===== src/rtl/ram_access_arbiter.sv =====
// Two-requester (cpu / ext) arbiter and access sequencer for the SPARC RAM.
// Each granted access runs IDLE -> SETUP -> STROBE -> WAIT -> RELEASE; done pulses in RELEASE.
module ram_access_arbiter #(
    parameter int ADDR_W     = 9,
    parameter int DATA_W     = 32,
    parameter int TIMEOUT    = 15,
    parameter bit FIXED_PRIO = 1'b0
) (
    input  logic              Clk,
    input  logic              Clr,
    input  logic              cpu_req,
    input  logic              cpu_rw,
    input  logic [1:0]        cpu_type,
    input  logic [ADDR_W-1:0] cpu_addr,
    input  logic [DATA_W-1:0] cpu_wdata,
    output logic              cpu_done,
    input  logic              ext_req,
    input  logic              ext_rw,
    input  logic [1:0]        ext_type,
    input  logic [ADDR_W-1:0] ext_addr,
    input  logic [DATA_W-1:0] ext_wdata,
    output logic              ext_done,
    output logic [DATA_W-1:0] rd_data,
    output logic              err,
    output logic              owner,
    output logic              busy,
    output logic              ram_mov,
    output logic              ram_rw,
    output logic [1:0]        ram_type,
    output logic [ADDR_W-1:0] ram_addr,
    output logic [DATA_W-1:0] ram_din,
    input  logic [DATA_W-1:0] ram_dout,
    input  logic              ram_moc
);

    localparam int CNT_W = $clog2(TIMEOUT + 1);

    typedef enum logic [2:0] {
        S_IDLE,
        S_SETUP,
        S_STROBE,
        S_WAIT,
        S_RELEASE
    } state_e;

    state_e              state_q;
    logic [CNT_W-1:0]    cnt_q;
    logic                last_ext_q;
    logic                owner_q;
    logic                err_q;
    logic                cpu_done_q;
    logic                ext_done_q;
    logic [DATA_W-1:0]   rd_data_q;
    logic                ram_mov_q;
    logic                ram_rw_q;
    logic [1:0]          ram_type_q;
    logic [ADDR_W-1:0]   ram_addr_q;
    logic [DATA_W-1:0]   ram_din_q;

    logic                grant_ext;
    logic                sel_rw;
    logic [1:0]          sel_type;
    logic [ADDR_W-1:0]   sel_addr;
    logic [DATA_W-1:0]   sel_wdata;
    logic                sel_invalid;
    logic [DATA_W-1:0]   rd_ext;

    // On a tie, round-robin hands the grant to whoever was not served last.
    always_comb begin
        grant_ext = ext_req & (~cpu_req | (!FIXED_PRIO && !last_ext_q));
        sel_rw    = grant_ext ? ext_rw    : cpu_rw;
        sel_type  = grant_ext ? ext_type  : cpu_type;
        sel_addr  = grant_ext ? ext_addr  : cpu_addr;
        sel_wdata = grant_ext ? ext_wdata : cpu_wdata;
        sel_invalid = (sel_type == 2'd3)
                    | ((sel_type == 2'd1) & sel_addr[0])
                    | ((sel_type == 2'd2) & (sel_addr[1:0] != 2'b00));
    end

    always_comb begin
        rd_ext = ram_dout;
        case (ram_type_q)
            2'd0:    rd_ext = {{(DATA_W-8){1'b0}},  ram_dout[7:0]};
            2'd1:    rd_ext = {{(DATA_W-16){1'b0}}, ram_dout[15:0]};
            default: rd_ext = ram_dout;
        endcase
    end

    // NOTE: every register, datapath latches included, sits in the async reset so
    // ram_mov and the done pulses drop the instant Clr falls and no stale access survives.
    always_ff @(posedge Clk or negedge Clr) begin
        if (!Clr) begin
            state_q    <= S_IDLE;
            cnt_q      <= '0;
            last_ext_q <= 1'b1;
            owner_q    <= 1'b0;
            err_q      <= 1'b0;
            cpu_done_q <= 1'b0;
            ext_done_q <= 1'b0;
            rd_data_q  <= '0;
            ram_mov_q  <= 1'b0;
            ram_rw_q   <= 1'b0;
            ram_type_q <= '0;
            ram_addr_q <= '0;
            ram_din_q  <= '0;
        end else begin
            // NOTE: non-blocking throughout; the pulses default low and are raised
            // only on the edge that enters RELEASE.
            cpu_done_q <= 1'b0;
            ext_done_q <= 1'b0;
            case (state_q)
                S_IDLE: begin
                    if (cpu_req | ext_req) begin
                        owner_q    <= grant_ext;
                        last_ext_q <= grant_ext;
                        if (sel_invalid) begin
                            err_q      <= 1'b1;
                            cpu_done_q <= ~grant_ext;
                            ext_done_q <= grant_ext;
                            state_q    <= S_RELEASE;
                        end else begin
                            ram_rw_q   <= sel_rw;
                            ram_type_q <= sel_type;
                            ram_addr_q <= sel_addr;
                            ram_din_q  <= sel_wdata;
                            state_q    <= S_SETUP;
                        end
                    end
                end
                S_SETUP: begin
                    ram_mov_q <= 1'b1;
                    state_q   <= S_STROBE;
                end
                S_STROBE: begin
                    cnt_q   <= '0;
                    state_q <= S_WAIT;
                end
                S_WAIT: begin
                    if (ram_moc) begin
                        if (ram_rw_q) rd_data_q <= rd_ext;
                        err_q      <= 1'b0;
                        ram_mov_q  <= 1'b0;
                        cpu_done_q <= ~owner_q;
                        ext_done_q <= owner_q;
                        state_q    <= S_RELEASE;
                    end else begin
                        cnt_q <= cnt_q + CNT_W'(1);
                        if (cnt_q == CNT_W'(TIMEOUT - 1)) begin
                            err_q      <= 1'b1;
                            ram_mov_q  <= 1'b0;
                            cpu_done_q <= ~owner_q;
                            ext_done_q <= owner_q;
                            state_q    <= S_RELEASE;
                        end
                    end
                end
                S_RELEASE: state_q <= S_IDLE;
                default:   state_q <= S_IDLE;
            endcase
        end
    end

    assign cpu_done = cpu_done_q;
    assign ext_done = ext_done_q;
    assign rd_data  = rd_data_q;
    assign err      = err_q;
    assign owner    = owner_q;
    assign busy     = (state_q != S_IDLE);
    assign ram_mov  = ram_mov_q;
    assign ram_rw   = ram_rw_q;
    assign ram_type = ram_type_q;
    assign ram_addr = ram_addr_q;
    assign ram_din  = ram_din_q;

endmodule


===== config.mk =====
export PLATFORM = sky130hd
export DESIGN_NAME = ram_access_arbiter
export DESIGN_NICKNAME = d
export VERILOG_FILES = /design/src/rtl/ram_access_arbiter.sv
export SDC_FILE = /design/constraint.sdc
export NUM_CORES = 1
export LEC_CHECK = 0
export ABC_AREA = 1
export CAP_MARGIN = 25
export CORE_UTILIZATION = 40
export DETAILED_ROUTE_END_ITERATION = 6
export PLACE_DENSITY = 0.8
export RECOVER_POWER = 50
export SETUP_SLACK_MARGIN = 0.3
export SYNTH_ARGS = -nofsm -noshare
export SYNTH_HDL_FRONTEND = slang
export SYNTH_SLANG_ARGS = --single-unit

===== constraint.sdc =====
create_clock -name Clk -period 4.36 [get_ports Clk]
set_clock_uncertainty 0.2 [all_clocks]
set_input_delay 0.872 -clock Clk [delete_from_list [all_inputs] [get_ports Clk]]
set_output_delay 0.872 -clock Clk [all_outputs]
set_load 0.01 [all_outputs]

Word level (Yosys, flattened, before mapping)

Cells that the tools add are included.

Bits in registers: 89
Bits of input ports: 125
Output and inout bits: 82
Logic and storage cells: 82

Add/sub/neg operators: 1
Equal/unequal tests: 12
Multiplexer cells: 30
Bitwise operators: 11
Reduce and logical (&&, ||, !) cells: 15

Operators by type and width:

| kind                  | count |
|---|---|
| $pmux W32 S2          | 1 |
| $mux W32              | 1 |
| $mux W1               | 15 |
| $mux W3               | 4 |
| $pmux W3 S4           | 1 |
| $mux W9               | 1 |
| $pmux W1 S2           | 4 |
| $pmux W4 S2           | 1 |
| $reduce_and A2 Y1     | 4 |
| $reduce_bool A2 Y1    | 4 |
| $eq A3 B2 Y1 const B  | 2 |
| $ne A2 B2 Y1 const B  | 3 |
| $reduce_and A3 Y1     | 2 |
| $add A4 B1 Y4 const B | 1 |
| $eq A2 B1 Y1 const B  | 2 |
| $eq A2 B2 Y1 const B  | 2 |
| $eq A4 B4 Y1 const B  | 1 |
| $mux W4               | 1 |
| $not A1 Y1            | 4 |
| $or A1 B1 Y1          | 4 |
| $reduce_and A4 Y1     | 1 |
| $and A1 B1 Y1         | 3 |
| $eq A3 B1 Y1 const B  | 1 |
| $logic_not A3 Y1      | 1 |
| other kinds (5)       | 5 |

Longest topological paths before layout

Gate-level depths: netlist of the first run.

Depth in word-level cells: 11
Depth in mapped cells: 11
Depth with buffers taken out: 10

Worst setup path after synthesis of the first run

OpenSTA, ideal clock, no wires.

Path kind: in2reg
Start: in cpu_req
End: reg ram_type_q[1] (netlist: ram_type[1])
Setup time: 0.117 ns
Arrival: 1.793 ns
Required time: 4.043 ns
Slack: 2.250 ns
Stages: 10
Buffers on the path: 1
Cells stage by stage: nand2_2 > nand2_4 > nand2_1 > nand2_1 > nand2_1 > nand2_2 > nand4_2 > buf_2 > nand2_1 > nand2_1

Word-level cells in the longest chain between the ends: 10
Elaborated cells between the ends (all ways): 16
Classes of those cells: 3 x eq/ne; 2 x mux; 9 x bitwise; 2 x reduce/logical

RTL lines:

| element                            | line | source |
|---|---|---|
| from (decl)                        | 11   | `input logic cpu_req,` |
| $not A1 Y1                         | 70   | `grant_ext = ext_req & (~cpu_req \| (!FIXED_PRIO && !last_ext_q));` |
| $or A1 B1 Y1                       | 70   |  |
| $and A1 B1 Y1                      | 70   |  |
| $mux W2                            | 72   | `sel_type = grant_ext ? ext_type : cpu_type;` |
| $eq A2 B1 Y1                       | 76   | `\| ((sel_type == 2'd1) & sel_addr[0])` |
| $and A1 B1 Y1                      | 76   |  |
| $or A1 B1 Y1                       | 76   |  |
| $or A1 B1 Y1                       | 77   | `\| ((sel_type == 2'd2) & (sel_addr[1:0] != 2'b00));` |
| $not A1 Y1 (no source line)        | --   |  |
| $reduce_and A3 Y1 (no source line) | --   |  |
| to (signal assigned)               | 123  | `ram_type_q <= sel_type;` |
| to (decl)                          | 56   | `logic [1:0] ram_type_q;` |

Several ways; a longest one is shown, not always the timed one.
A chain may end at the register's enable or synchronous reset.

Final worst setup path of the first run

Start: in cpu_req
End: reg ram_addr_q[6] (netlist: ram_addr[6])

Word-level cells in the longest chain between the ends: 10
Elaborated cells between the ends (all ways): 16
Classes of those cells: 3 x eq/ne; 2 x mux; 9 x bitwise; 2 x reduce/logical

RTL lines:

| element                            | line | source |
|---|---|---|
| $not A1 Y1                         | 70   |  |
| $or A1 B1 Y1                       | 70   |  |
| $and A1 B1 Y1                      | 70   |  |
| $mux W2                            | 72   |  |
| $eq A2 B1 Y1                       | 76   |  |
| $and A1 B1 Y1                      | 76   |  |
| $or A1 B1 Y1                       | 76   |  |
| $or A1 B1 Y1                       | 77   |  |
| $not A1 Y1 (no source line)        | --   |  |
| $reduce_and A3 Y1 (no source line) | --   |  |
| to (signal assigned)               | 124  | `ram_addr_q <= sel_addr;` |
| to (decl)                          | 57   | `logic [ADDR_W-1:0] ram_addr_q;` |

Several ways; a longest one is shown, not always the timed one.

==> out/qor.txt, run 1 <==
Seq/Total Area, Yosys -> 0.528
Root Driver -> clkbuf_8
Initial DRT Pass Iterations -> 4
maximum vdd drop -> 259 uV
initial antenna violation count -> 0
mapped cell area -> 4220 um2
Final Critical Period -> 3.16 ns
Period Utilization, post-route -> 0.725
PD cells -> 559 nW/um2
GRT Total Usage -> 0.238
number of port buffers -> 206
DRT iter0 DRCs -> 272
setup TNS -> 0 ns
Max FO, Critical Path -> 46
unrepaired setup endpoints after global routing -> no
FMAX -> 316 MHz
Diodes inserted -> 0
CTS Buffer Depth -> 2
Primary FF master, synth -> dfrtp_1
commonest non-fill, non-tap cell in the layout -> nand2_1
Power Total -> 3.71 mW
Rel. slew slack -> -0.574
Avg Cell Area, Syn -> 7.75 um2
DRT antenna net count -> 0
vias in the first global route -> 4143
highest-count cells in the layout ignoring fill and taps -> nand2_1 (283), clkdlybuf4s50_1 (169), dfrtp_1 (88)
Worst EP arrival -> 3.21 ns
fraction of layout instances using a drive strength above 1 -> 0.0540
area of the die -> 11000 um2
core area -> 10300 um2
routed vias/inst -> 4.85
Placed Instance Area -> 6360 um2
H-tree depth -> 3
post-synthesis cell type count -> 24
Hold Path Sink -> rd_data[15]$_DFFE_PN0P_
TritonCTS buffer count -> 9
HP Start -> rd_data[15]$_DFFE_PN0P_
CP required -> 4.41 ns
worst slew pin tran -> 2.36 ns
Setup CP Type -> input pin to flop
post-DP HPWL -> 9.40 mm
Hold Vio Cnt, Final -> 0
CP startpoint kind -> input pin
Setup crit end kind -> flop
largest net degree at the start of global routing -> 57
reg-to-reg slack, setup -> 1.67 ns
Post-CTS Hold Fix Bufs -> 0
LEAKAGE -> 3.36 nW
Die X -> 105 um
syn nets -> 671
DRC errors left -> 0
fin. max-slew vios -> 45
clock sink total -> 89
CTS tree -> done
GR Overflow Total -> 0
Hold Path Depth -> 2
Syn. warnings -> 0
synth-to-layout area growth -> 57.7%
clk_lat worst skew -> 0.36 ns
reg-to-reg startpoint -> last_ext_q$_DFFE_PN1P_
Final setup viols -> 0
drt total wl -> 12.5 mm
post-CTS sizing -> 0
die height -> 105 um
num rows -> 37
first-pass GRT wire length -> 20.3 mm
Net count, final -> 863
R2R Path End -> ram_addr[6]$_DFFE_PN0P_
path depth of the worst reg2reg path -> 10
EDFF count, synth -> 0
status -> complete, but fails checks
Final Cell Area -> 6650 um2
vias -> 4253
Gate Count Post-Synth -> 544
Initial Util -> 0.410
max-cap viol count -> 1
ys async rst share -> 1.00
critical path startpoint -> cpu_req
Setup Fix Bufs, Post-CTS -> 0
# IOs -> 207
register bit total from synthesis -> 89
Final GP Congestion -> 0.768
failing checks -> capacitance limit, slew limit
Worst-path clk slew -> 0.08 ns
wire per inst -> 14.3 um
Hold Crit Class -> flop to flop
-- sequential cells by signal, indices dropped and copies added, names as in the netlist --
name / flops
rd_data: 32
ext_done: 1
owner: 1
last_ext_q: 1
state_q: 3
ram_type: 2
err: 1
ram_rw: 1
ram_mov: 1
ram_addr: 9
cnt_q: 4
ram_din: 32
cpu_done: 1
-- kinds of logic after synthesis --
group | Yosys count | share of synthesized area
multiplexers | 8 | 0.0214
buffers and inverters | 52 | 0.0516
AO/OA/AOI/OAI | 33 | 0.0392
AND/OR/NAND/NOR | 359 | 0.351
adder cells (fa/ha/maj) | 2 | 0.00593
flip-flops | 89 | 0.528
XOR/XNOR | 1 | 0.00208
-- cell usage after synthesis, types with 3 or more instances --
master,number,area share
buf_2,6,0.0071
buf_4,4,0.0071
clkbuf_1,18,0.016
dfrtp_1,88,0.52
inv_1,21,0.019
mux2_2,8,0.021
nand2_1,283,0.25
nand2_2,3,0.0045
nand3_1,55,0.065
nor2_1,9,0.0080
o21ai_0,31,0.037
-- worst max-delay path by stage --
stage,slack (ns),cells past startpoint,endpoint
finish,1.20,11,ram_addr[6]$_DFFE_PN0P_
global route,0.95,11,ram_din[10]$_DFFE_PN0P_
CTS,1.20,11,ram_addr[6]$_DFFE_PN0P_
detailed placement,0.81,11,ram_din[16]$_DFFE_PN0P_
global placement,0.98,11,ram_din[23]$_DFFE_PN0P_
floorplan,2.25,10,ram_type[1]$_DFFE_PN0P_
-- routing by layer --
metal / vias up / wire [um] / track usage
met3: 12 / 994 / 0.0480
li1: 2079 / - / -
met5: - / 0 / 0
met4: 0 / 173 / 0.0805
met2: 192 / 6330 / 0.419
met1: 1970 / 5050 / 0.289
-- report_power, final --
part | switching, mW | internal (mW)
Combinational | 0.779 | 0.786
Clock | 0.285 | 0.513
Sequential | 0.209 | 1.14
Total | 1.27 | 2.44
-- final cells by class --
cell class              instances  area (um2)
fillers                       898        3630
flip-flops and latches         89        2230
repair buffers                210        2100
multi-input cells             403        1780
well taps                     136         170
clock inverters                 5         150
clock buffers                  11         141
inverters                      23        86.3
-- stage by stage --
step | utilization | hold slack [ns] | cells | setup slack, ns
2_1_floorplan | - | 0.255 | 544 | 2.25
3_3_place_gp | 0.617 | 0.260 | 860 | 0.980
3_5_place_dp | 0.619 | 0.267 | 861 | 0.806
4_1_cts | 0.647 | 0.290 | 877 | 1.20
5_1_grt | 0.647 | 0.305 | 877 | 0.947
6_report | 0.647 | 0.286 | 877 | 1.20
-- critical path, cell delays in order --
cell and delay, ns:
clkdlybuf4s50_1 0.52, nand2_2 0.11, nand2_4 0.38, nand2_1 0.10, nand2_1 0.11, inv_1 0.08
nand2_2 0.13, nand4_2 0.35, buf_4 0.39, nand2_1 0.10, nand2_1 0.06
(Power assumes the default switching activity.)
==> run 2, diff against run 1 <==
==> constraint.sdc (replaced) <==
create_clock -name Clk -period 3.2 [get_ports Clk]
set_clock_uncertainty 0.2 [all_clocks]
set_input_delay 0.64 -clock Clk [delete_from_list [all_inputs] [get_ports Clk]]
set_output_delay 0.64 -clock Clk [all_outputs]
set_load 0.01 [all_outputs]
==> out/qor.txt, run 2 (synthesized netlist as in run 1, its figures left out) <==
fin. max-slew vios -> 33 (-27%)
Crit-path slowest cell -> dlygate4sd3_1
GRT Total Usage -> 0.229 (-0.00845)
Setup Fix Bufs, Post-CTS -> 0 (unchanged)
fraction of layout instances using a drive strength above 1 -> 0.0591 (+0.00508)
status -> complete, but fails checks
Final Critical Period -> 2.60 ns
number of port buffers -> 206 (unchanged)
DRT antenna net count -> 0 (unchanged)
PD cells -> 745 nW/um2 (+33%)
Initial DRT Pass Iterations -> 4 (unchanged)
CP startpoint kind -> input pin
Hold Vio Cnt, Final -> 0 (unchanged)
routed vias/inst -> 4.79 (-1.2%)
first-pass GRT wire length -> 19.9 mm (-2.3%)
Max FO, Critical Path -> 43 (-6.5%)
area of the die -> 11000 um2 (unchanged)
die height -> 105 um (unchanged)
Final GP Congestion -> 0.859 (+12%)
Internal -> 3.19 mW (+31%)
switching share of total power -> 0.354 (+0.0110)
unrepaired setup endpoints after global routing -> no
vias in the first global route -> 4121 (-0.53%)
Period Utilization, post-route -> 0.814
Die X -> 105 um (unchanged)
Root Driver -> clkbuf_8
# IOs -> 207 (unchanged)
HP Start -> ram_din[4]$_DFFE_PN0P_
clock sink total -> 89 (unchanged)
highest-count cells in the layout ignoring fill and taps -> nand2_1 (283), clkdlybuf4s50_1 (190), dfrtp_1 (88)
Setup CP Type -> input pin to flop
Diodes inserted -> 0 (unchanged)
commonest non-fill, non-tap cell in the layout -> nand2_1
wire per inst -> 14.0 um (-2.1%)
Post-CTS Hold Fix Bufs -> 0 (unchanged)
Rel. slew slack -> -0.200 (+0.374)
core area -> 10300 um2 (unchanged)
post-CTS sizing -> 0 (unchanged)
DRT iter0 DRCs -> 257 (-5.5%)
Psw -> 1.75 mW (+37%)
GR Overflow Total -> 0 (unchanged)
largest net degree at the start of global routing -> 58 (+1.8%)
FMAX -> 384 MHz
num rows -> 37 (unchanged)
critical path startpoint -> ram_moc
worst-path cell chain -> dlygate4sd3_1 -> nand3_1 -> clkbuf_2 -> nand2_1 -> o21ai_0
Gate power share -> 0.447 (+0.025)
Hold Crit Class -> flop to flop
LEAKAGE -> 3.30 nW (-1.8%)
Net count, final -> 867 (+0.46%)
H-tree depth -> 3 (unchanged)
clock power share -> 0.186 (-0.029)
CTS Buffer Depth -> 2 (unchanged)
DRC errors left -> 0 (unchanged)
worst slew pin tran -> 1.80 ns (-0.561 ns)
CP peak stage delay -> 0.59 ns (+0.07 ns)
CP required -> 3.20 ns (-1.21 ns)
initial antenna violation count -> 0 (unchanged)
max-cap viol count -> 1 (unchanged)
reg-to-reg startpoint -> state_q[2]$_DFFE_PN0P_
synth-to-layout area growth -> 57.3%
post-DP HPWL -> 9.22 mm (-1.9%)
Final setup viols -> 0 (unchanged)
maximum vdd drop -> 299 uV (+16%)
Seq pwr share -> 0.367 (+0.003)
Final Util -> 0.645 (-0.00183)
Setup crit end kind -> flop
Worst EP arrival -> 2.60 ns (-0.61 ns)
TritonCTS buffer count -> 9 (unchanged)
failing checks -> capacitance limit, slew limit
CTS tree -> done
Initial Util -> 0.410 (unchanged)
setup TNS -> 0 ns (unchanged)
Worst-path clk slew -> 0.09 ns (about the same)
drt total wl -> 12.3 mm (-1.7%)
vias -> 4221 (-0.75%)
clk_lat worst skew -> 0.35 ns (about the same)
## run 2: per-layer routing
metal / wire (um) / track usage / up-vias
met3: 778 / 0.0437 / 14
met4: 193 / 0.0785 / 0
met1: 5370 / 0.282 / 1936
li1: - / - / 2087
met5: 0 / 0 / -
met2: 6000 / 0.402 / 184
## run 2: power by group through the flow
stage	registers (mW)	clock network (mW)	logic, mW
final	1.81	0.919	2.21
after global routing	1.87	0.975	2.42
after CTS	1.81	0.936	2.26
after detailed placement	1.83	0	2.25
after global placement	1.81	0	2.19
after floorplan	1.98	0	0.848
## run 2: per-stage QoR
stage	total power [mW]	instance area, um2	setup WS [ns]	instances	hold slack, ns
floorplan	2.83	4220	1.32	544	0.144
global placement	4.00	6370	0.359	864	0.261
detailed placement	4.08	6400	0.306	865	0.264
CTS	5.01	6640	0.676	881	0.0188
global route	5.26	6630	0.380	881	0.308
finish	4.94	6630	0.595	881	0.286
## run 2: cell type report
cell class	count	area (um2)
inverter	23	86.3
clock inverter	7	119
fill	888	3650
sequential	89	2230
multi-input combinational	403	1770
tap	136	170
clock buffer	9	124
timing repair buffer	214	2130
## run 2: path summary, 6_finish.rpt
| check | end | slack, ns | cells past startpoint |
|---|---|---|---|
| max in group asynchronous | last_ext_q$_DFFE_PN1P_ | 1.16 | 2 |
| max reg2reg | rd_data[31]$_DFFE_PN0P_ | 0.78 | 7 |
| min in group asynchronous | rd_data[2]$_DFFE_PN0P_ | 0.55 | 1 |
| max | rd_data[31]$_DFFE_PN0P_ | 0.60 | 5 |
| min reg2reg | ram_din[4]$_DFFE_PN0P_ | 0.29 | 2 |
| min | ram_din[4]$_DFFE_PN0P_ | 0.29 | 2 |
## run 2: critical path: cells and delay by family
family,cells,cell delay [ns]
compound gates,1,0.12
simple gates,2,0.65
buf+inv,2,1.17
==> run 3, diff against run 2 <==
==> constraint.sdc (replaced) <==
create_clock -name Clk -period 2.5 [get_ports Clk]
set_clock_uncertainty 0.2 [all_clocks]
set_input_delay 0.5 -clock Clk [delete_from_list [all_inputs] [get_ports Clk]]
set_output_delay 0.5 -clock Clk [all_outputs]
set_load 0.01 [all_outputs]
==> out/qor.txt, run 3 (synthesized netlist as in run 1, its figures left out) <==
wire per inst -> 14.8 um (+5.4%)
R2R Path End -> ram_type[0]$_DFFE_PN0P_
Final setup viols -> 0 (unchanged)
Setup CP Type -> input pin to flop
worst slew pin tran -> 0.699 ns (-1.10 ns)
Initial DRT Pass Iterations -> 7 (+3)
vias in the first global route -> 4208 (+2.1%)
fraction of layout instances using a drive strength above 1 -> 0.0690 (+0.00991)
DRT iter0 DRCs -> 227 (-12%)
commonest non-fill, non-tap cell in the layout -> nand2_1
CP peak stage delay -> 0.63 ns (+0.04 ns)
Power Total -> 6.28 mW (+27%)
vias -> 4332 (+2.6%)
fin. max-slew vios -> 0 (-100%)
Root Driver -> clkbuf_8
Hold Path Depth -> 2 (unchanged)
routed vias/inst -> 4.87 (+1.6%)
Diodes inserted -> 0 (unchanged)
CTS tree -> done
CTS Buffer Depth -> 2 (unchanged)
worst-path cell chain -> dlygate4sd3_1 -> nand2_4 -> nand2_1 -> nand2_1 -> nand2_1 -> nand2_1 -> nand2_4 -> nor2_4 -> nand3_1 -> nand2_1
DRT antenna net count -> 0 (unchanged)
largest net degree at the start of global routing -> 45 (-22%)
highest-count cells in the layout ignoring fill and taps -> nand2_1 (284), clkdlybuf4s50_1 (183), dfrtp_1 (88)
initial antenna violation count -> 0 (unchanged)
first-pass GRT wire length -> 20.3 mm (+2.0%)
status -> complete, but fails checks
PD cells -> 935 nW/um2 (+26%)
Hold Crit Class -> flop to flop
Setup crit end kind -> flop
CP startpoint kind -> input pin
non-filler cells, final -> 890 (+1.0%)
Hold Path Sink -> ram_addr[2]$_DFFE_PN0P_
GR Overflow Total -> 0 (unchanged)
critical path startpoint -> ext_req
Final GP Congestion -> 0.859 (about the same)
LEAKAGE -> 3.34 nW (+1.4%)
Net count, final -> 876 (+1.0%)
TritonCTS buffer count -> 9 (unchanged)
drt total wl -> 13.1 mm (+6.5%)
Crit path top cell by count -> nand2_1
maximum vdd drop -> 415 uV (+39%)
Worst-path clk slew -> 0.09 ns (about the same)
# IOs -> 207 (unchanged)
setup TNS -> 0 ns (unchanged)
failing checks -> DRC
die height -> 105 um (unchanged)
reg-to-reg slack, setup -> 0.44 ns (-0.34 ns)
synth-to-layout area growth -> 59.2%
Worst EP arrival -> 2.32 ns (-0.28 ns)
num rows -> 37 (unchanged)
number of port buffers -> 206 (unchanged)
CP required -> 2.61 ns (-0.59 ns)
GRT Total Usage -> 0.239 (+0.00947)
Filler cells -> 850 (-4.3%)
placed cells -> 869 (+0.46%)
FMAX -> 452 MHz
Crit-path slowest cell -> dlygate4sd3_1
path depth of the worst reg2reg path -> 10 (+3)
clk_lat worst skew -> 0.36 ns (about the same)
unrepaired setup endpoints after global routing -> yes
post-DP HPWL -> 9.34 mm (+1.4%)
Initial Util -> 0.410 (unchanged)
Die X -> 105 um (unchanged)
Rel. slew slack -> 0.534 (+0.734)
Period Utilization, post-route -> 0.886
Hold Vio Cnt, Final -> 0 (unchanged)
Final Critical Period -> 2.21 ns
H-tree depth -> 3 (unchanged)
DRC errors left -> 6 (+6)
clock sink total -> 89 (unchanged)
reg-to-reg startpoint -> last_ext_q$_DFFE_PN1P_
max-cap viol count -> 0 (-1)
core area -> 10300 um2 (unchanged)
Max FO, Critical Path -> 11 (-74%)
area of the die -> 11000 um2 (unchanged)
HP Start -> ram_addr[2]$_DFFE_PN0P_
==> run 3: power breakdown <==
group          total (mW)  internal (mW)  switching [mW]
logic                2.99           1.48            1.50
clock network       0.978          0.470           0.508
registers            2.32           1.99           0.323
total                6.28           3.95            2.33
==> run 3: worst max-delay path by stage <==
stage                                    to  slack [ns]  depth (start not counted)
CTS                                    busy        0.29                          3
global placement     ram_din[5]$_DFFE_PN0P_       -0.07                         11
global route         ram_din[7]$_DFFE_PN0P_        0.16                         10
finish              ram_type[0]$_DFFE_PN0P_        0.29                         10
floorplan           ram_type[1]$_DFFE_PN0P_        0.73                         10
detailed placement   ram_din[2]$_DFFE_PN0P_       -0.09                         11
==> run 3: worst max-delay path, delay by kind of cell <==
| family | cells | cell delay, ns |
|---|---|---|
| simple gates | 9 | 1.19 |
| buf+inv | 1 | 0.63 |
==> run 3: per-stage QoR <==
stage,setup slack [ns],hold slack (ns),instance area [um2],util
finish,0.286,0.278,6710,0.653
global route,0.156,0.298,6710,0.653
CTS,0.292,0.287,6680,0.650
detailed placement,-0.0926,0.161,6460,0.629
global placement,-0.0711,0.163,6460,0.629
floorplan,0.734,0.00441,4220,-
==> run 3: layout make-up <==
type | count | area [um2] | area share
Timing Repair Buffer | 220 | 2210 | 0.330
Inverter | 23 | 86.3 | 0.0129
Clock inverter | 3 | 22.5 | 0.00336
Tap cell | 136 | 170 | 0.0253
Sequential cell | 89 | 2230 | 0.332
Multi-Input combinational cell | 406 | 1810 | 0.270
Clock buffer | 13 | 179 | 0.0267
==> run 3: what timing repair did <==
item,CTS,global route
cloned,1,2
resized for setup,1,2
setup buffers,0,1
endpoints found under the hold margin,11,0
hold buffers,1,0
setup endpoints to repair,3,31
pin swaps,1,2
==> run 3: routing by layer <==
layer | GRT usage | share of wire | vias to the layer above
met5 | 0 | 0 | -
met4 | 0.113 | 0.028 | 0
met3 | 0.0474 | 0.073 | 29
met2 | 0.415 | 0.48 | 197
met1 | 0.283 | 0.42 | 1994
li1 | - | - | 2112
==> patch 1, RTL diff (settings of run 3) <==
Change the parameter `DATA_W` from 32 to 16.
--- a/src/rtl/ram_access_arbiter.sv
+++ b/src/rtl/ram_access_arbiter.sv
@@ -2,7 +2,7 @@
 // Each granted access runs IDLE -> SETUP -> STROBE -> WAIT -> RELEASE; done pulses in RELEASE.
 module ram_access_arbiter #(
     parameter int ADDR_W     = 9,
-    parameter int DATA_W     = 32,
+    parameter int DATA_W     = 16,
     parameter int TIMEOUT    = 15,
     parameter bit FIXED_PRIO = 1'b0
 ) (
Interface: changed (5 resized); port bits go from 207 to 127. No check against the original RTL was run, so the function may have changed too.
==> patch 1 against run 3 <==
- synthesized area decreased by 33%
- global-route usage decreased by 2.7 points
- design area decreased by 35%
- total power decreased by 34%
- sequential cell count decreased by 32
- routed wire length decreased by 43%
- worst hold slack about the same
- worst setup slack improved by 0.028 ns
==> patch 1: results (changes against run 3) <==
** Routing
- Routed wl met3 :: 660 µm (was 962 µm)
- The routed metal-1 wire length was 3.04 mm (was 5.46 mm).
- The met2 wirelength from detailed routing came to 3.58 mm (was 6.35 mm).
- Number of search-and-repair iterations in the first detailed-routing pass :: 4 (was 7)
- The vias after detailed routing came to 2,739 (was 4,332).

** Pwr
- The maximum vdd drop was 403 µV (was 415 µV).
- Leak pwr :: 2.17 nW (was 3.34 nW)

** Yosys
- The area share of the largest cell type after synthesis was 0.494 (was 0.522).
- Yosys warns :: 0 (unchanged)
- The post-synthesis instance total was 354 (was 544).
- Synth cell count leaders: nand2_1 (162), dfrtp_1 (56), nand3_1 (36), inv_1 (13), nor2_1 (12) (was nand2_1 (283), dfrtp_1 (88), nand3_1 (55), o21ai_0 (31), inv_1 (21)).
- Sequential area share after synthesis :: 0.503 (was 0.528)
- Count of different cell masters after synthesis :: 26 (was 24)

** Global routing
- The overall global routing resource usage came to 0.212 (was 0.239).
- Global Route met3 Usage :: 0.0714 (was 0.0474)
- Pin count of the biggest net entering global routing :: 58 (was 45)
- The routing usage on met1 is 0.230 (was 0.283).
- Wire length of the first global-routing pass :: 12.0 mm (was 20.3 mm)
- Met2 Track Usage GR :: 0.367 (was 0.415)

** Critical path
- The depth of the worst register-to-register path came to 7 (was 10).
- The worst reg-to-reg setup slack was 0.39 ns (was 0.44 ns).
- The signal arrival time at the worst endpoint is 2.26 ns (was 2.32 ns).
- Crit path launch :: cpu_req (was ext_req)
- The end of the worst register-to-register path was rd_data[12]$_DFFE_PN0P_ (was ram_type[0]$_DFFE_PN0P_).
- Max Fanout on Critical Path :: 14 (was 11)
- The reg-to-reg critical path startpoint is state_q[2]$_DFFE_PN0P_ (was last_ext_q$_DFFE_PN1P_).

** Clocking
- The clock-pin transition on the worst setup and hold timing paths was 0.06 ns (was 0.09 ns).
- The maximum level of the CTS H-tree was 3 (unchanged).
- The total of cells resized after clock tree synthesis is 0 (was 1).
- Latest clock arrival within the worst-skew pair :: 0.33 ns (was 0.36 ns)

** Placement
- Placed cells :: 569 (was 869)
- The HPWL after detailed placement was 5.45 mm (was 9.34 mm).
- RD Place Congestion :: 0.748 (was 0.859)
- Placed inst area :: 0.00421 mm² (was 0.00646 mm²)

** Hold path
- The startpoint of the tightest hold check path is ram_mov$_DFFE_PN0P_ (was ram_addr[2]$_DFFE_PN0P_).
- The end point of the most critical hold path is ram_mov$_DFFE_PN0P_ (was ram_addr[2]$_DFFE_PN0P_).

** Run status
- Result of the run: completed (was complete, but fails checks).

** Cells and area
- Share of layout cells above drive strength 1 :: 0.0935 (was 0.0690)
- The non-filler instance count after layout is 588 (was 890).
[patch 1: changes by cell type after synthesis, moves of 4 or more]
cell	delta
mux2_1	+8
clkbuf_1	-13
dfrtp_1	-32
buf_4	-4
o21ai_0	-27
nand2_1	-121
inv_1	-8
o21ai_1	+11
inv_2	+8
nand3_1	-19
mux2_2	-8
nand2_2	+5
[patch 1: worst register-to-register path, cell delays in order (launching register included)]
cell      delay [ns]
dfrtp_1         0.38
nor2_1          0.15
clkinv_1        0.10
nor2_1          0.27
nand3_1         0.42
buf_4           0.34
nand2_1         0.06
o21ai_0         0.07
[patch 1: cell type report]
| class | count | share of cell area |
|---|---|---|
| Timing Repair Buffer | 136 | 0.309 |
| Multi-Input combinational cell | 260 | 0.282 |
| Clock buffer | 13 | 0.0317 |
| Clock inverter | 3 | 0.00400 |
| Tap cell | 96 | 0.0274 |
| Inverter | 23 | 0.0197 |
| Sequential cell | 57 | 0.326 |
[patch 1: logic make-up (layout without fill, tap and decap cells)]
kind of cell / after synthesis / in the layout / share of synthesized area
fa+ha+maj: 2 / 2 / 0.00882
flops: 57 / 57 / 0.503
compound gates: 17 / 17 / 0.0300
buf+inv: 38 / 175 / 0.0609
xor+xnor: 2 / 2 / 0.00618
simple gates: 230 / 231 / 0.359
mux: 8 / 8 / 0.0318
[patch 1: power by group through the flow]
stage	Sequential, mW	Combinational (mW)	Clock, mW
after CTS	1.51	1.94	0.725
after global routing	1.54	2.13	0.765
final	1.50	1.94	0.704
after floorplan	1.63	0.818	0
after global placement	1.51	1.88	0
after detailed placement	1.51	1.94	0
[patch 1: through the flow]
step	setup WS, ns	hold WS (ns)
floorplan	0.707	0.00441
global placement	0.0734	0.262
detailed placement	0.0220	0.264
CTS	0.347	0.282
global route	0.170	0.301
finish	0.314	0.278
==> patch 2, RTL diff (flow settings as in run 3) <==
Without the edit above. Re-encode `state_e` (5 states) as Gray code, 3 bits wide.
--- a/src/rtl/ram_access_arbiter.sv
+++ b/src/rtl/ram_access_arbiter.sv
@@ -36,11 +36,11 @@
     localparam int CNT_W = $clog2(TIMEOUT + 1);
 
     typedef enum logic [2:0] {
-        S_IDLE,
-        S_SETUP,
-        S_STROBE,
-        S_WAIT,
-        S_RELEASE
+        S_IDLE    = 3'b000,
+        S_SETUP   = 3'b001,
+        S_STROBE  = 3'b011,
+        S_WAIT    = 3'b010,
+        S_RELEASE = 3'b110
     } state_e;
 
     state_e              state_q;
Function: no difference found for any inputs over 10 cycles, from zero or initial values; not proved beyond that.
==> patch 2 against run 3 <==
- sequential cell count is the same
- sequential share of layout area shrank 0.11 points
- routed wire length shrank 7.7%
- design area grew 0.39%
- total power grew 7.5%
- synthesized area grew 1.6%
- worst setup slack lost 0.0021 ns
- non-clock buffer count is the same
==> patch 2: results (changes against run 3) <==
** Timing
- The highest clock rate was 451 MHz (was 452 MHz).
- Worst Max-Slew Pin Slew :: 0.781 ns (was 0.699 ns)

** Critical path
- The depth of the worst register-to-register path came to 7 (was 10).
- The launching element of the worst setup path is cpu_req (was ext_req).
- The worst reg-to-reg setup slack came to 0.40 ns (was 0.44 ns).
- Max Fanout on Critical Path :: 27 (was 11)
- The end of the worst register-to-register path is rd_data[13]$_DFFE_PN0P_ (was ram_type[0]$_DFFE_PN0P_).
- The reg-to-reg critical path startpoint was state_q[2]$_DFFE_PN0P_ (was last_ext_q$_DFFE_PN1P_).

** Yosys
- Avg Synthesized Cell Area :: 7.86 µm² (was 7.75 µm²)
- Net Count, Synth :: 672 (was 671)
- Count of different cell masters after synthesis :: 29 (was 24)
- Adder-cell area share of the yosys netlist :: 0.00584 (was 0.00593)
- Largest cells by area after synthesis: dfrtp_1 (51%), nand2_1 (25%), nand3_1 (6.1%), o21ai_1 (2.8%), mux2_1 (1.6%) (was dfrtp_1 (52%), nand2_1 (25%), nand3_1 (6.5%), o21ai_0 (3.7%), mux2_2 (2.1%)).
- Sequential area share after synthesis :: 0.520 (was 0.528)
- The post-synthesis compound-gate area fraction is 0.0415 (was 0.0392).
- Share of cell area taken by muxes after synthesis :: 0.0210 (was 0.0214)

** Cells and area
- The layout clock buffer count came to 12 (was 13).
- Post-layout instance count excluding filler cells :: 886 (was 890)
- The total area of sequential cells was 0.00223 mm² (about the same).
- The post-layout instance area was 0.00674 mm² (was 0.00671 mm²).
- The share of final-layout standard cells stronger than drive strength 1 came to 0.0640 (was 0.0690).
- Multi-input gates :: 405 (was 406)
- The multi-input logic portion of the cell area was 0.271 (was 0.270).
- The portion of the layout cell area used by clock cells is 0.0312 (was 0.0300).

** Floorplanning
- The overall die width was 106 µm (was 105 µm).

** Global routing
- The via count of the first global-routing pass is 4,118 (was 4,208).
- The global-route wire length before repair was 19.5 mm (was 20.3 mm).
- Total Routing Usage GR :: 0.223 (was 0.239)
- Pin count of the biggest net entering global routing :: 46 (was 45)

** Clocking
- Resize count post-CTS :: 3 (was 1)
- Maximum level of the CTS H-tree :: 3 (unchanged)

** Routing
- The starting DRC count in detailed routing is 279 (was 227).
- The ratio of routed vias to standard cells is 4.85 (was 4.87).

** Pwr
- The power in combinational cells is 3.25 mW (was 2.99 mW).
- Sequential power :: 2.45 mW (was 2.32 mW)
- The net load switching power came to 2.44 mW (was 2.33 mW).
- Leak pwr :: 3.32 nW (was 3.34 nW)

** Placement
- The post-place setup slack came to 0.0253 ns (was -0.0926 ns).
- The global placer's final weighted congestion was 0.796 (was 0.859).
- Placed cells :: 870 (was 869)

** Run status
- Result of the run: completed (was complete, but fails checks).
[patch 2: per-layer routing]
layer | GRT usage | vias to the layer above | part of all wire
met5 | 0 | - | 0
met4 | 0.0635 | 0 | 0.0087
met3 | 0.0649 | 6 | 0.081
met2 | 0.384 | 186 | 0.48
met1 | 0.272 | 1995 | 0.43
li1 | - | 2112 | -
[patch 2: how the worst min path moves through the flow]
stage,from,endpoint,slack [ns],cells past startpoint
floorplan,Clr,cnt_q[0]$_DFFE_PN0P_,0.004,0
global placement,Clr,rd_data[8]$_DFFE_PN0P_,0.16,1
detailed placement,Clr,rd_data[8]$_DFFE_PN0P_,0.16,1
CTS,ram_addr[5]$_DFFE_PN0P_,ram_addr[5]$_DFFE_PN0P_,0.29,2
global route,ram_din[26]$_DFFE_PN0P_,ram_din[26]$_DFFE_PN0P_,0.31,2
finish,ram_din[23]$_DFFE_PN0P_,ram_din[23]$_DFFE_PN0P_,0.28,2
